[config.mk]
export PLATFORM = sky130hd
export DESIGN_NAME = alu_rs_flat
export DESIGN_NICKNAME = d
export VERILOG_FILES = /design/src/rtl/alu_rs_pkg.sv /design/src/rtl/alu_rs_if.sv /design/src/rtl/alu_rs_entry.sv /design/src/rtl/alu_rs.sv /design/src/flat_wrapper.sv
export SDC_FILE = /design/constraint.sdc
export NUM_CORES = 1
export LEC_CHECK = 0
export CORE_ASPECT_RATIO = 1.5
export CORE_UTILIZATION = 60
export CTS_BUF_LIST = sky130_fd_sc_hd__clkbuf_16
export DETAILED_ROUTE_END_ITERATION = 7
export DONT_BUFFER_PORTS = 1
export MAX_ROUTING_LAYER = met4
export PLACE_DENSITY = 0.8
export SYNTH_ARGS = -nofsm -noshare
export SYNTH_HDL_FRONTEND = slang
export SYNTH_SLANG_ARGS = --single-unit
[constraint.sdc]
create_clock -name clk -period 3.55 [get_ports clk]
set_input_delay 0.355 -clock clk [delete_from_list [all_inputs] [get_ports clk]]
set_output_delay 0.355 -clock clk [all_outputs]
set_load 0.02 [all_outputs]
[src/rtl/alu_rs_pkg.sv]
`default_nettype none
// +--------------------------------------------------------------------+
// | alu_rs_pkg : shared ALU opcodes, flag positions, RS size defaults  |
// | Revision   : 1.0                                                   |
// +--------------------------------------------------------------------+
package alu_rs_pkg;

   localparam int DEPTH_DEF = 4;
   localparam int TAG_W_DEF = 4;

   localparam logic [3:0] ALU_ADDU = 4'b0000;
   localparam logic [3:0] ALU_SUBU = 4'b0001;
   localparam logic [3:0] ALU_ADD  = 4'b0010;
   localparam logic [3:0] ALU_SUB  = 4'b0011;
   localparam logic [3:0] ALU_AND  = 4'b0100;
   localparam logic [3:0] ALU_OR   = 4'b0101;
   localparam logic [3:0] ALU_XOR  = 4'b0110;
   localparam logic [3:0] ALU_NOR  = 4'b0111;
   localparam logic [3:0] ALU_LUI  = 4'b1000;
   localparam logic [3:0] ALU_SLTU = 4'b1010;
   localparam logic [3:0] ALU_SLT  = 4'b1011;
   localparam logic [3:0] ALU_SRA  = 4'b1100;
   localparam logic [3:0] ALU_SRL  = 4'b1101;
   localparam logic [3:0] ALU_SLL  = 4'b1110;

   // out_flags = {zr, cy, ng, of}
   localparam int FLAG_ZR = 3;
   localparam int FLAG_CY = 2;
   localparam int FLAG_NG = 1;
   localparam int FLAG_OF = 0;

endpackage
`default_nettype wire

[src/rtl/alu_rs_if.sv]
`default_nettype none
// +--------------------------------------------------------------------+
// | alu_rs_if : issue, CDB, ALU and broadcast signals of the ALU RS    |
// | Revision  : 1.0                                                    |
// +--------------------------------------------------------------------+
interface alu_rs_if #(
   parameter int TAG_W = alu_rs_pkg::TAG_W_DEF
);
   logic             issue_valid;
   logic             issue_ready;
   logic [3:0]       issue_aluc;
   logic             issue_s1_rdy;
   logic             issue_s2_rdy;
   logic [31:0]      issue_s1_val;
   logic [31:0]      issue_s2_val;
   logic [TAG_W-1:0] issue_s1_tag;
   logic [TAG_W-1:0] issue_s2_tag;
   logic [TAG_W-1:0] issue_dst_tag;
   logic             cdb_valid;
   logic [TAG_W-1:0] cdb_tag;
   logic [31:0]      cdb_data;
   logic [3:0]       alu_aluc;
   logic [31:0]      alu_src1;
   logic [31:0]      alu_src2;
   logic [31:0]      alu_result;
   logic             alu_zr;
   logic             alu_cy;
   logic             alu_ng;
   logic             alu_of;
   logic             out_valid;
   logic             out_ready;
   logic [TAG_W-1:0] out_tag;
   logic [31:0]      out_data;
   logic [3:0]       out_flags;

   // slave: the reservation station side
   modport slave (
      input  issue_valid, issue_aluc, issue_s1_rdy, issue_s2_rdy, issue_s1_val,
             issue_s2_val, issue_s1_tag, issue_s2_tag, issue_dst_tag,
             cdb_valid, cdb_tag, cdb_data,
             alu_result, alu_zr, alu_cy, alu_ng, alu_of, out_ready,
      output issue_ready, alu_aluc, alu_src1, alu_src2,
             out_valid, out_tag, out_data, out_flags
   );

   modport master (
      output issue_valid, issue_aluc, issue_s1_rdy, issue_s2_rdy, issue_s1_val,
             issue_s2_val, issue_s1_tag, issue_s2_tag, issue_dst_tag,
             cdb_valid, cdb_tag, cdb_data,
             alu_result, alu_zr, alu_cy, alu_ng, alu_of, out_ready,
      input  issue_ready, alu_aluc, alu_src1, alu_src2,
             out_valid, out_tag, out_data, out_flags
   );
endinterface
`default_nettype wire

[src/rtl/alu_rs_entry.sv]
`default_nettype none
// +--------------------------------------------------------------------+
// | rs_entry : one station slot with issue-time capture and CDB wakeup |
// | Revision : 1.0                                                     |
// +--------------------------------------------------------------------+
module rs_entry
   import alu_rs_pkg::*;
#(
   parameter int TAG_W = TAG_W_DEF
) (
   input  wire logic             clk,
   input  wire logic             rst_n,
   input  wire logic             flush,
   input  wire logic             alloc,
   input  wire logic             clear,
   input  wire logic [3:0]       in_aluc,
   input  wire logic             in_s1_rdy,
   input  wire logic [31:0]      in_s1_val,
   input  wire logic [TAG_W-1:0] in_s1_tag,
   input  wire logic             in_s2_rdy,
   input  wire logic [31:0]      in_s2_val,
   input  wire logic [TAG_W-1:0] in_s2_tag,
   input  wire logic [TAG_W-1:0] in_dst_tag,
   input  wire logic             cdb_valid,
   input  wire logic [TAG_W-1:0] cdb_tag,
   input  wire logic [31:0]      cdb_data,
   output logic                  busy,
   output logic                  ready,
   output logic [3:0]            aluc,
   output logic [31:0]           src1,
   output logic [31:0]           src2,
   output logic [TAG_W-1:0]      dst_tag
);
   logic             r_busy;
   logic [3:0]       r_aluc;
   logic             r_s1_rdy, r_s2_rdy;
   logic [31:0]      r_s1_val, r_s2_val;
   logic [TAG_W-1:0] r_s1_tag, r_s2_tag, r_dst;
   logic             w_new1_hit, w_new2_hit, w_wake1, w_wake2;

   // A producer broadcasting on the issue edge must be caught here or the op never wakes
   assign w_new1_hit = cdb_valid && (cdb_tag == in_s1_tag);
   assign w_new2_hit = cdb_valid && (cdb_tag == in_s2_tag);
   assign w_wake1    = cdb_valid && r_busy && !r_s1_rdy && (cdb_tag == r_s1_tag);
   assign w_wake2    = cdb_valid && r_busy && !r_s2_rdy && (cdb_tag == r_s2_tag);

   always_ff @(posedge clk or negedge rst_n) begin
      if (!rst_n) begin
         r_busy   <= 1'b0;
         r_aluc   <= '0;
         r_s1_rdy <= 1'b0;
         r_s2_rdy <= 1'b0;
         r_s1_val <= '0;
         r_s2_val <= '0;
         r_s1_tag <= '0;
         r_s2_tag <= '0;
         r_dst    <= '0;
      end else if (flush) begin
         r_busy <= 1'b0;
      end else if (alloc) begin
         r_busy   <= 1'b1;
         r_aluc   <= in_aluc;
         r_dst    <= in_dst_tag;
         r_s1_tag <= in_s1_tag;
         r_s2_tag <= in_s2_tag;
         r_s1_rdy <= in_s1_rdy || w_new1_hit;
         r_s2_rdy <= in_s2_rdy || w_new2_hit;
         r_s1_val <= in_s1_rdy ? in_s1_val : cdb_data;
         r_s2_val <= in_s2_rdy ? in_s2_val : cdb_data;
      end else begin
         if (clear) begin
            r_busy <= 1'b0;
         end
         if (w_wake1) begin
            r_s1_rdy <= 1'b1;
            r_s1_val <= cdb_data;
         end
         if (w_wake2) begin
            r_s2_rdy <= 1'b1;
            r_s2_val <= cdb_data;
         end
      end
   end

   assign busy    = r_busy;
   assign ready   = r_busy && r_s1_rdy && r_s2_rdy;
   assign aluc    = r_aluc;
   assign src1    = r_s1_val;
   assign src2    = r_s2_val;
   assign dst_tag = r_dst;

endmodule
`default_nettype wire

[src/rtl/alu_rs.sv]
`default_nettype none
// +--------------------------------------------------------------------+
// | alu_rs   : ALU reservation station with select and result register |
// |            optional flag storage under macro ALU_RS_FLAGS_EN       |
// | Revision : 1.0                                                     |
// +--------------------------------------------------------------------+
module alu_rs
   import alu_rs_pkg::*;
#(
   parameter int DEPTH = DEPTH_DEF,
   parameter int TAG_W = TAG_W_DEF
) (
   input  wire logic clk,
   input  wire logic rst_n,
   input  wire logic flush,
   alu_rs_if.slave   bus
);
   logic [DEPTH-1:0] w_busy, w_ready, w_free, w_alloc, w_cand, w_sel;
   logic [3:0]       w_aluc [DEPTH];
   logic [31:0]      w_src1 [DEPTH];
   logic [31:0]      w_src2 [DEPTH];
   logic [TAG_W-1:0] w_dst  [DEPTH];
   logic [3:0]       w_mux_aluc;
   logic [31:0]      w_mux_src1, w_mux_src2;
   logic [TAG_W-1:0] w_mux_dst;
   logic             w_can_take, w_dispatch;
   logic             r_valid;
   logic [TAG_W-1:0] r_tag;
   logic [31:0]      r_data;

   // Occupancy is taken from registers only, so a slot freed by dispatch waits a cycle
   assign w_free     = ~w_busy;
   assign w_alloc    = bus.issue_valid ? (w_free & (~w_free + DEPTH'(1))) : '0;
   assign w_can_take = !r_valid || bus.out_ready;
   assign w_cand     = w_ready & {DEPTH{w_can_take}};
   assign w_sel      = w_cand & (~w_cand + DEPTH'(1));
   assign w_dispatch = (|w_cand) && !flush;

   generate
      for (genvar i = 0; i < DEPTH; i++) begin : g_entry
         rs_entry #(.TAG_W(TAG_W)) u_entry (
            .clk        (clk),
            .rst_n      (rst_n),
            .flush      (flush),
            .alloc      (w_alloc[i]),
            .clear      (w_sel[i]),
            .in_aluc    (bus.issue_aluc),
            .in_s1_rdy  (bus.issue_s1_rdy),
            .in_s1_val  (bus.issue_s1_val),
            .in_s1_tag  (bus.issue_s1_tag),
            .in_s2_rdy  (bus.issue_s2_rdy),
            .in_s2_val  (bus.issue_s2_val),
            .in_s2_tag  (bus.issue_s2_tag),
            .in_dst_tag (bus.issue_dst_tag),
            .cdb_valid  (bus.cdb_valid),
            .cdb_tag    (bus.cdb_tag),
            .cdb_data   (bus.cdb_data),
            .busy       (w_busy[i]),
            .ready      (w_ready[i]),
            .aluc       (w_aluc[i]),
            .src1       (w_src1[i]),
            .src2       (w_src2[i]),
            .dst_tag    (w_dst[i])
         );
      end
   endgenerate

   always_comb begin
      w_mux_aluc = '0;
      w_mux_src1 = '0;
      w_mux_src2 = '0;
      w_mux_dst  = '0;
      for (int i = 0; i < DEPTH; i++) begin
         if (w_sel[i]) begin
            w_mux_aluc = w_aluc[i];
            w_mux_src1 = w_src1[i];
            w_mux_src2 = w_src2[i];
            w_mux_dst  = w_dst[i];
         end
      end
   end

   assign bus.issue_ready = |w_free;
   assign bus.alu_aluc    = w_mux_aluc;
   assign bus.alu_src1    = w_mux_src1;
   assign bus.alu_src2    = w_mux_src2;

   always_ff @(posedge clk or negedge rst_n) begin
      if (!rst_n) begin
         r_valid <= 1'b0;
         r_tag   <= '0;
         r_data  <= '0;
      end else if (flush) begin
         r_valid <= 1'b0;
      end else if (w_dispatch) begin
         r_valid <= 1'b1;
         r_tag   <= w_mux_dst;
         r_data  <= bus.alu_result;
      end else if (bus.out_ready) begin
         r_valid <= 1'b0;
      end
   end

`ifdef ALU_RS_FLAGS_EN
   logic [3:0] r_flags;

   always_ff @(posedge clk or negedge rst_n) begin
      if (!rst_n) begin
         r_flags <= '0;
      end else if (w_dispatch) begin
         r_flags[FLAG_ZR] <= bus.alu_zr;
         r_flags[FLAG_CY] <= bus.alu_cy;
         r_flags[FLAG_NG] <= bus.alu_ng;
         r_flags[FLAG_OF] <= bus.alu_of;
      end
   end

   assign bus.out_flags = r_flags;
`else
   logic w_unused_flags;
   assign w_unused_flags = ^{bus.alu_zr, bus.alu_cy, bus.alu_ng, bus.alu_of};
   assign bus.out_flags  = 4'b0000;
`endif

   assign bus.out_valid = r_valid;
   assign bus.out_tag   = r_tag;
   assign bus.out_data  = r_data;

endmodule
`default_nettype wire

[src/flat_wrapper.sv]
// flat-port wrapper written by rule: the top's interface ports become plain ports
module alu_rs_flat import alu_rs_pkg::*;
#(
   parameter int DEPTH = DEPTH_DEF,
   parameter int TAG_W = TAG_W_DEF
)
  (clk, rst_n, flush, bus_issue_valid, bus_issue_aluc, bus_issue_s1_rdy, bus_issue_s2_rdy, bus_issue_s1_val, bus_issue_s2_val, bus_issue_s1_tag, bus_issue_s2_tag, bus_issue_dst_tag, bus_cdb_valid, bus_cdb_tag, bus_cdb_data, bus_alu_result, bus_alu_zr, bus_alu_cy, bus_alu_ng, bus_alu_of, bus_out_ready, bus_issue_ready, bus_alu_aluc, bus_alu_src1, bus_alu_src2, bus_out_valid, bus_out_tag, bus_out_data, bus_out_flags);
  alu_rs_if #(.TAG_W(TAG_W)) bus_i ();
  input  wire logic clk;
  input  wire logic rst_n;
  input  wire logic flush;
  input wire logic [$bits(bus_i.issue_valid)-1:0] bus_issue_valid;
  input wire logic [$bits(bus_i.issue_aluc)-1:0] bus_issue_aluc;
  input wire logic [$bits(bus_i.issue_s1_rdy)-1:0] bus_issue_s1_rdy;
  input wire logic [$bits(bus_i.issue_s2_rdy)-1:0] bus_issue_s2_rdy;
  input wire logic [$bits(bus_i.issue_s1_val)-1:0] bus_issue_s1_val;
  input wire logic [$bits(bus_i.issue_s2_val)-1:0] bus_issue_s2_val;
  input wire logic [$bits(bus_i.issue_s1_tag)-1:0] bus_issue_s1_tag;
  input wire logic [$bits(bus_i.issue_s2_tag)-1:0] bus_issue_s2_tag;
  input wire logic [$bits(bus_i.issue_dst_tag)-1:0] bus_issue_dst_tag;
  input wire logic [$bits(bus_i.cdb_valid)-1:0] bus_cdb_valid;
  input wire logic [$bits(bus_i.cdb_tag)-1:0] bus_cdb_tag;
  input wire logic [$bits(bus_i.cdb_data)-1:0] bus_cdb_data;
  input wire logic [$bits(bus_i.alu_result)-1:0] bus_alu_result;
  input wire logic [$bits(bus_i.alu_zr)-1:0] bus_alu_zr;
  input wire logic [$bits(bus_i.alu_cy)-1:0] bus_alu_cy;
  input wire logic [$bits(bus_i.alu_ng)-1:0] bus_alu_ng;
  input wire logic [$bits(bus_i.alu_of)-1:0] bus_alu_of;
  input wire logic [$bits(bus_i.out_ready)-1:0] bus_out_ready;
  output wire logic [$bits(bus_i.issue_ready)-1:0] bus_issue_ready;
  output wire logic [$bits(bus_i.alu_aluc)-1:0] bus_alu_aluc;
  output wire logic [$bits(bus_i.alu_src1)-1:0] bus_alu_src1;
  output wire logic [$bits(bus_i.alu_src2)-1:0] bus_alu_src2;
  output wire logic [$bits(bus_i.out_valid)-1:0] bus_out_valid;
  output wire logic [$bits(bus_i.out_tag)-1:0] bus_out_tag;
  output wire logic [$bits(bus_i.out_data)-1:0] bus_out_data;
  output wire logic [$bits(bus_i.out_flags)-1:0] bus_out_flags;
  assign bus_i.issue_valid = bus_issue_valid;
  assign bus_i.issue_aluc = bus_issue_aluc;
  assign bus_i.issue_s1_rdy = bus_issue_s1_rdy;
  assign bus_i.issue_s2_rdy = bus_issue_s2_rdy;
  assign bus_i.issue_s1_val = bus_issue_s1_val;
  assign bus_i.issue_s2_val = bus_issue_s2_val;
  assign bus_i.issue_s1_tag = bus_issue_s1_tag;
  assign bus_i.issue_s2_tag = bus_issue_s2_tag;
  assign bus_i.issue_dst_tag = bus_issue_dst_tag;
  assign bus_i.cdb_valid = bus_cdb_valid;
  assign bus_i.cdb_tag = bus_cdb_tag;
  assign bus_i.cdb_data = bus_cdb_data;
  assign bus_i.alu_result = bus_alu_result;
  assign bus_i.alu_zr = bus_alu_zr;
  assign bus_i.alu_cy = bus_alu_cy;
  assign bus_i.alu_ng = bus_alu_ng;
  assign bus_i.alu_of = bus_alu_of;
  assign bus_i.out_ready = bus_out_ready;
  assign bus_issue_ready = bus_i.issue_ready;
  assign bus_alu_aluc = bus_i.alu_aluc;
  assign bus_alu_src1 = bus_i.alu_src1;
  assign bus_alu_src2 = bus_i.alu_src2;
  assign bus_out_valid = bus_i.out_valid;
  assign bus_out_tag = bus_i.out_tag;
  assign bus_out_data = bus_i.out_data;
  assign bus_out_flags = bus_i.out_flags;
  alu_rs #(.DEPTH(DEPTH), .TAG_W(TAG_W)) u_core (.clk(clk), .rst_n(rst_n), .flush(flush), .bus(bus_i));
endmodule
Yosys cells after proc, flatten, opt, wreduce, memory -nomap -nowiden
Index checks and enable logic that the tools add are counted.

Add/subtract/negate cells: 2. Bitwise gates (word level): 7. Reductions and logical operators: 72. Mux-type cells: 66. Equal/unequal tests: 10.

Operator list (count): $mux W32 (26); $eq A4 B4 Y1 (10); $mux W4 (9); $logic_and A1 B1 Y1 (31); $mux W1 (31); $reduce_and A2 Y1 (13); $reduce_bool A2 Y1 (8); $reduce_bool A3 Y1 (5); $and A4 B4 Y4 (3); $not A4 Y4 (3); $logic_not A1 Y1 (10); $add A4 B1 Y4 const B (2); $reduce_or A4 Y1 (2); $logic_or A1 B1 Y1 (3); $not A1 Y1 (1).

Register bits after elaboration: 369. Word-level logic and storage cells: 196. Output and inout bits: 110.

Logic depth before layout (Yosys ltp)
Gate-level depths: netlist of run 1.

Word-level depth: 10. Gate-level depth with buffers: 10.

Modules after synthesis
Synthesis of run 1 repeated with hierarchy kept, for this count alone.

Cell total of the unflattened synthesis: 1635. Area total of the unflattened synthesis: 20243.2 µm².

Modules (own cells, without submodules): rs_entry (area each 4066.4 µm², times used 4, seq. area each 2077.0 µm², cells each 276); alu_rs (area each 3977.6 µm², times used 1, seq. area each 925.9 µm², cells each 531).

Least setup slack after synthesis of run 1
Ideal clock, no wire load.

Path kind: flip-flop to output port. From: register u_core.r_valid (netlist: u_core.bus.out_valid). To: output port bus_alu_src2[10]. Data required time: 3.195 ns. Arrival time: 1.948 ns. Cell stages (with the launch flop): 8. Setup slack: 1.247 ns. Path buffers: 3. Path through: dfrtp_1 -> nand2b_2 -> nand4_1 -> or3b_1 -> buf_2 -> buf_6 -> buf_6 -> a21oi_1.

Cells in the longest elaborated chain, start to end: 10.

RTL lines: start: declaration (line alu_rs.sv:27) `logic r_valid;`; start signal: assignment (line alu_rs.sv:90) `r_valid <= 1'b0;`; start signal: assignment (line alu_rs.sv:94) `r_valid <= 1'b0;`; start signal: assignment (line alu_rs.sv:96) `r_valid <= 1'b1;`; $logic_not A1 Y1 * (line alu_rs.sv:34) `assign w_can_take = !r_valid || bus.out_ready;`; $logic_or A1 B1 Y1 * (line alu_rs.sv:34); $and A4 B4 Y4 * (line alu_rs.sv:35) `assign w_cand = w_ready & {DEPTH{w_can_take}};`; $not A4 Y4 (line alu_rs.sv:36) `assign w_sel = w_cand & (~w_cand + DEPTH'(1));`; $add A4 B1 Y4 (line alu_rs.sv:36); $and A4 B4 Y4 * (line alu_rs.sv:36); $mux W32 (3 in series) (line alu_rs.sv:74) `if (w_sel[i]) begin`; $mux W32 * (line alu_rs.sv:74); end: declaration (line flat_wrapper.sv:33) `output wire logic [$bits(bus_i.alu_src2)-1:0] bus_alu_src2;`.

Every way passes the cells marked *; elsewhere a longest branch is shown, timed or not.

Final worst setup path of run 1
From: register u_core.g_entry[2].u_entry.r_busy. To: output port bus_alu_src2[8].

Cells in the longest elaborated chain, start to end: 8.

RTL lines: start: declaration (line alu_rs_entry.sv:34) `logic r_busy;`; start signal: assignment (line alu_rs_entry.sv:49) `r_busy <= 1'b0;`; start signal: assignment (line alu_rs_entry.sv:59) `r_busy <= 1'b0;`; start signal: assignment (line alu_rs_entry.sv:61) `r_busy <= 1'b1;`; $logic_and A1 B1 Y1 * (2 in series) (line alu_rs_entry.sv:86) `assign ready = r_busy && r_s1_rdy && r_s2_rdy;`; $and A4 B4 Y4 * (line alu_rs.sv:35); $not A4 Y4 (line alu_rs.sv:36); $add A4 B1 Y4 (line alu_rs.sv:36); $and A4 B4 Y4 * (line alu_rs.sv:36); $mux W32 (line alu_rs.sv:74); $mux W32 * (line alu_rs.sv:74).

Marks and branches as above.

==> summary.txt, run 1 <==
Outcome
  • Outcome: finished with violations
  • Failing checks: negative hold slack

Timing
  • Max-slew violations: 0
  • FMAX: 289 MHz
  • RSZ-0062 raised after global routing: false
  • Setup ws final: 87.4 ps
  • Total Neg Setup Slack: 0 ps
  • Final Setup Violations: 0
  • Hold Fails Final Rpt: 369
  • Hold slack: -496 ps
  • Min Tclk post-route: 3460 ps
  • Max-slew headroom: 0.293
  • Max Clock Skew: 17.8 ps
  • Worst Tran Pin Value: 1060 ps
  • Final period util: 0.975

Global routing
  • Antenna violations before repair: 0
  • Total GRT Usage: 0.349
  • Total grt overflow: 0
  • Vias in the first global route: 14873
  • Largest net degree at the start of global routing: 370
  • First-pass GRT wire length: 83200 um

Logic synthesis
  • Ys Warns: 0
  • Cells after synthesis: 1858
  • Top_reg_cell synth: dfrtp_1
  • EDFF count, synth: 0
  • Post-Syn Area: 0.0184 sq mm
  • Synth area leader: dfrtp_1
  • Mapped Avg Cell Area: 9.93 sq um
  • #FFs+latches synth: 369
  • Synth top area cells: dfrtp_1 (50%), mux2i_1 (14%), nand2_1 (7.7%)
  • Unique cell type count in the Yosys netlist: 48
  • Share of async-settable or async-resettable flops after synthesis: 1.00
  • Top cell type's share of synthesized area: 0.501
  • Sequential share of the synthesized area: 0.501

Floorplanning
  • Die Y: 217 um
  • Die X: 145 um
  • Effective utilization at floorplan: 0.610
  • Row Count: 78
  • Num ports: 270
  • Die area: 0.0315 sq mm
  • Area of the core: 0.0303 sq mm

Critical path
  • WP buf/inv: 2
  • Critical Setup Path Class: flop to primary output
  • CP Cell Sequence: nand3_2 > nand2b_1 > buf_4 > nor3_4 > buf_4 > a222oi_1 > a21oi_1
  • CP startpoint kind: flop
  • Crit Path Max Fanout: 32
  • CP peak stage delay: 520 ps
  • Crit path capture type: primary output
  • Slowest cell on the critical path: dfrtp_1
  • Most frequent CP cell: buf_4
  • Worst path required time: 3190 ps
  • CP Data Arrival Time: 3110 ps
  • CP top delay family: buffers and inverters

Clock tree
  • Worst-path clk slew: 70 ps
  • Hold_buf cts: 54
  • Max Buffers Root-to-Sink: 3
  • Worst-skew pair later-pin latency: 540 ps
  • Sink Count: 369
  • CTS Root Cell: clkbuf_16
  • Htree depth: 2
  • Total CTS buffers: 36
  • CTS tree: yes

Drt
  • Vias per Instance: 6.43
  • Antenna Violating Nets Remaining: 0
  • Top layer in use: met4
  • Vias: 14554
  • M1 WL: 19200 um
  • Met2 WL: 27200 um
  • DRC viols: 0
  • Initial DRT Pass Iterations: 8
  • WL/cell: 23.5 um
  • DR WL met3: 4300 um
  • DRT iter0 DRCs: 1394
  • Final WL: 53200 um

Placed design
  • # port buffers: 0
  • Placer Congestion: 0.851
  • Detailed Place HPWL: 32200 um
  • Placed cells: 2146
  • DP Worst Slack: 556 ps

Layout
  • Fin cells: 2263
  • Layout cells sized above 1: 0.114
  • Multi-input logic area: 0.00849 sq mm
  • Layout area overhead: 10.4%
  • Register Area: 0.00923 sq mm
  • N_diodes: 0
  • Filler cell count: 2247
  • Fin nets: 1999

Pwr
  • Pwr dens: 561 mW/mm^2
  • Tot Pwr: 11.4 mW
  • Pleak: 10.7 nW
  • Max VDD drop: 0.408 mV

Run
  • Max-cap violation count: 0

Worst hold path
  • Hold Path Class: primary input to async pin
## layer usage
layer | up-vias | GRT usage
met2 | 731 | 0.596
met1 | 7201 | 0.388
li1 | 6459 | -
met5 | - | -
met4 | 0 | 0.175
met3 | 163 | 0.0730
## state kept, by name, summed over array words and instances (netlist names), 16 cells and up
| register | cells |
|---|---|
| u_core.g_entry.u_entry.src2 | 128 |
| u_core.g_entry.u_entry.dst_tag | 16 |
| u_core.g_entry.u_entry.r_s2_tag | 16 |
| u_core.g_entry.u_entry.aluc | 16 |
| u_core.g_entry.u_entry.src1 | 128 |
| u_core.g_entry.u_entry.r_s1_tag | 16 |
| u_core.bus.out_data | 32 |
## per-stage QoR
stage          cell area (sq um)  utilization
2_1_floorplan              18500            -
3_3_place_gp               18800        0.620
3_5_place_dp               18800        0.620
4_1_cts                    20400        0.673
5_1_grt                    20400        0.673
6_report                   20400        0.673
## placed cells by master (no fill, tap or decap), types with 5 or more instances in the layout
cell and count:
a21oi_1 69, a21oi_4 5, a222oi_1 59, a22oi_1 5
a2bb2oi_1 9, a31oi_1 7, buf_12 5, buf_4 58
clkbuf_16 37, clkinv_1 6, clkinv_2 6, dfrtp_1 369
dlygate4sd3_1 54, inv_1 14, mux2_2 70, mux2i_1 256
nand2_1 371, nand2_2 8, nor2_1 80, nor4_1 6
o21ai_0 256, o21ai_1 12, xnor2_1 12, xor2_1 28
## final cells by class
class,count,share of cell area
clock buffers,37,0.0455
clock inverters,25,0.00590
inverters,5,0.000921
multi-input cells,1310,0.417
flip-flops and latches,369,0.453
well taps,400,0.0246
repair buffers,117,0.0528
## timing repair
action | in CTS | in global routing
setup endpoints to repair | 12 | 33
gates cloned | 1 | 0
pin swaps | 1 | 0
resized for setup | 1 | 1
endpoints found under the hold margin | 471 | 369
setup buffers | 0 | 0
## report_power, final
group | internal [mW] | switching (mW)
Combinational | 0.861 | 1.03
Sequential | 5.13 | 0.861
Clock | 1.89 | 1.65
Total | 7.88 | 3.54
## cells in the mapped netlist (5+ instances only)
cell type	n
nand2_1	377
a31oi_1	9
buf_1	35
dfrtp_1	369
a2bb2oi_1	9
clkbuf_1	42
a21oi_1	72
xor2_1	28
xnor2_1	12
a22oi_1	5
a222oi_1	59
nor2_1	81
mux2i_1	256
nor4_1	6
o21ai_0	256
o21ai_1	12
mux2_2	70
inv_1	5
buf_4	18
buf_2	79
## final timing paths
path	start	endpoint	slack [ps]	cells after the start
max	u_core.g_entry[2].u_entry.busy$_DFFE_PN0P_	bus_alu_src2[8]	90	7
min	rst_n	u_core.bus.out_data[6]$_DFFE_PN0P_	-500	0
max reg2reg	u_core.g_entry[1].u_entry.busy$_DFFE_PN0P_	u_core.g_entry[1].u_entry.src2[6]$_DFFE_PN0P_	850	4
min reg2reg	u_core.g_entry[3].u_entry.src1[9]$_DFFE_PN0P_	u_core.g_entry[3].u_entry.src1[9]$_DFFE_PN0P_	480	2
max in group asynchronous	rst_n	u_core.g_entry[3].u_entry.src1[10]$_DFFE_PN0P_	3190	0
min in group clk	bus_cdb_data[29]	u_core.g_entry[3].u_entry.src1[29]$_DFFE_PN0P_	10	2
## cell families after synthesis
kind of cell / share of synthesized area
AOI/OAI and AO/OA: 0.140
xor gates and xnor gates: 0.0190
muxes: 0.182
other: 0.000203
and+or+nand+nor: 0.110
DFF: 0.501
buffers and inverters: 0.0479
No activity file was read; power rests on OpenSTA's default activity.
==> inputs of run 2 (changes only) <==
==> constraint.sdc (replaced) <==
create_clock -name clk -period 3.4 [get_ports clk]
set_input_delay 0.34 -clock clk [delete_from_list [all_inputs] [get_ports clk]]
set_output_delay 0.34 -clock clk [all_outputs]
set_load 0.02 [all_outputs]
==> run 2 against run 1 <==
Net effect: the run still ends with negative hold slack left; sequential cell count unchanged; final cell count is 2.9% higher; sequential share of layout area decreased by 1.4 points; total power grew 5.9%; via count grew 2.1%; largest power group unchanged.
==> summary.txt, run 2 (synthesis gave the netlist of run 1 again) <==
Layout
  • Fin cells: 2329
  • Layout area overhead: 13.8%
  • Finished Cell Area: 0.0210 sq mm
  • Most common cell after layout, fill and taps aside: nand2_1
  • Layout cells sized above 1: 0.125
  • Commonest non-fill, non-tap cells in the layout: nand2_1 (371), dfrtp_1 (369), mux2i_1 (256), o21ai_0 (256), dlygate4sd3_1 (93)
  • Fin nets: 2065

Clock tree
  • Sink Count: 369
  • Worst-path clk slew: 60 ps
  • Htree depth: 2
  • Post-CTS Setup Bufs: 0
  • Total CTS buffers: 36
  • Hold_buf cts: 93
  • CTS tree: yes
  • Max Buffers Root-to-Sink: 3
  • CTS Root Cell: clkbuf_16
  • Worst-skew pair later-pin latency: 540 ps

Global routing
  • Total grt overflow: 0
  • Antenna violations before repair: 0
  • Vias in the first global route: 15194
  • Total GRT Usage: 0.350
  • Largest net degree at the start of global routing: 370
  • First-pass GRT wire length: 83600 um

Critical path
  • Worst r2r dst: u_core.g_entry[3].u_entry.src2[10]$_DFFE_PN0P_
  • Crit path capture type: primary output
  • R2r setup slk: 420 ps
  • CP Data Arrival Time: 2990 ps
  • FF-to-FF Start: u_core.g_entry[2].u_entry.busy$_DFFE_PN0P_
  • Worst path required time: 3060 ps
  • R2R depth: 6
  • CP startpoint kind: flop
  • Beginning of the critical path: u_core.g_entry[1].u_entry.busy$_DFFE_PN0P_
  • Crit Path Max Fanout: 50
  • Critical Setup Path Class: flop to primary output

Timing
  • Max-slew headroom: 0.316
  • Hold slack: -508 ps
  • Worst Tran Pin Value: 1030 ps
  • Max-slew violations: 0
  • Final Setup Violations: 0
  • Total Neg Setup Slack: 0 ps
  • RSZ-0062 raised after global routing: false
  • Max Clock Skew: 31.8 ps
  • Min Tclk post-route: 3330 ps
  • Final period util: 0.981
  • Hold Fails Final Rpt: 369
  • FMAX: 300 MHz

Drt
  • Antenna Violating Nets Remaining: 0
  • Initial DRT Pass Iterations: 7
  • Vias: 14854
  • Final WL: 53500 um
  • DRC viols: 0
  • DRT iter0 DRCs: 1434
  • WL/cell: 23.0 um
  • Vias per Instance: 6.38

Placed design
  • Placed instance area: 0.0190 sq mm
  • # port buffers: 0
  • Detailed Place HPWL: 31800 um
  • Placed cells: 2173
  • Placer Congestion: 0.846

Pwr
  • Pleak: 11.0 nW
  • Pwr dens: 576 mW/mm^2
  • Max VDD drop: 0.472 mV

Outcome
  • Failing checks: negative hold slack
  • Outcome: finished with violations

Run
  • Max-cap violation count: 0

Floorplanning
  • Row Count: 78
  • Area of the core: 0.0303 sq mm
  • Die area: 0.0315 sq mm
  • Num ports: 270
  • Die X: 145 um
  • Effective utilization at floorplan: 0.610
  • Die Y: 217 um

Worst hold path
  • Hold Path Class: primary input to async pin
-- run 2: power breakdown --
part / leakage (nW) / total [mW] / internal, mW / switching, mW
clock: 0.563 / 3.77 / 2.08 / 1.69
sequential: 4.75 / 6.25 / 5.36 / 0.889
combinational: 5.71 / 2.08 / 0.973 / 1.11
total: 11.0 / 12.1 / 8.41 / 3.69
-- run 2: final cells by class --
class | instances | area, sq um
antenna | 2 | 5.00
clock buffer | 36 | 901
clock inverter | 24 | 171
fill | 2169 | 9260
inverter | 5 | 18.8
multi-input combinational | 1310 | 8500
sequential | 369 | 9230
tap | 400 | 500
timing repair buffer | 183 | 1670
-- run 2: worst max-delay path, cell delays in order (launching register included) --
cell and delay (ps):
dfrtp_1 570, nand3_1 220, a21oi_4 400, or3b_4 430, buf_12 280, nor2_1 80
a21oi_1 430
-- run 2: timing repair --
action	CTS	global route
pin swaps	1	0
cloned	1	0
setup endpoints to repair	15	28
gates resized for setup	1	2
endpoints found under the hold margin	506	369
-- run 2: worst max path at each step --
stage,cells past startpoint,to,slack (ps)
4_1_cts,6,bus_alu_src1[27],5
6_report,6,bus_alu_src1[27],70
3_3_place_gp,6,bus_alu_src1[27],520
3_5_place_dp,6,bus_alu_src1[27],480
5_1_grt,6,bus_alu_src1[27],2
2_1_floorplan,7,bus_alu_src2[10],1110
-- run 2: metrics by stage --
stage | power [mW] | util | hold slack [ps] | worst slack, ps
final | 12.1 | 0.694 | -508 | 65.6
after global routing | 12.6 | 0.694 | -521 | 2.37
after CTS | 12.1 | 0.693 | -514 | 4.91
after detailed placement | 8.21 | 0.627 | 53.3 | 478
after global placement | 8.04 | 0.627 | 51.3 | 524
after floorplan | 7.62 | - | 44.4 | 1110
-- run 2: per-layer routing --
metal  routed length [um]  GRT usage  vias up
li1                     -          -     6587
met1                19400      0.396     7309
met2                27100      0.589      770
met3                 4300     0.0652      188
met4                 2650      0.190        0
met5                    0          -        -
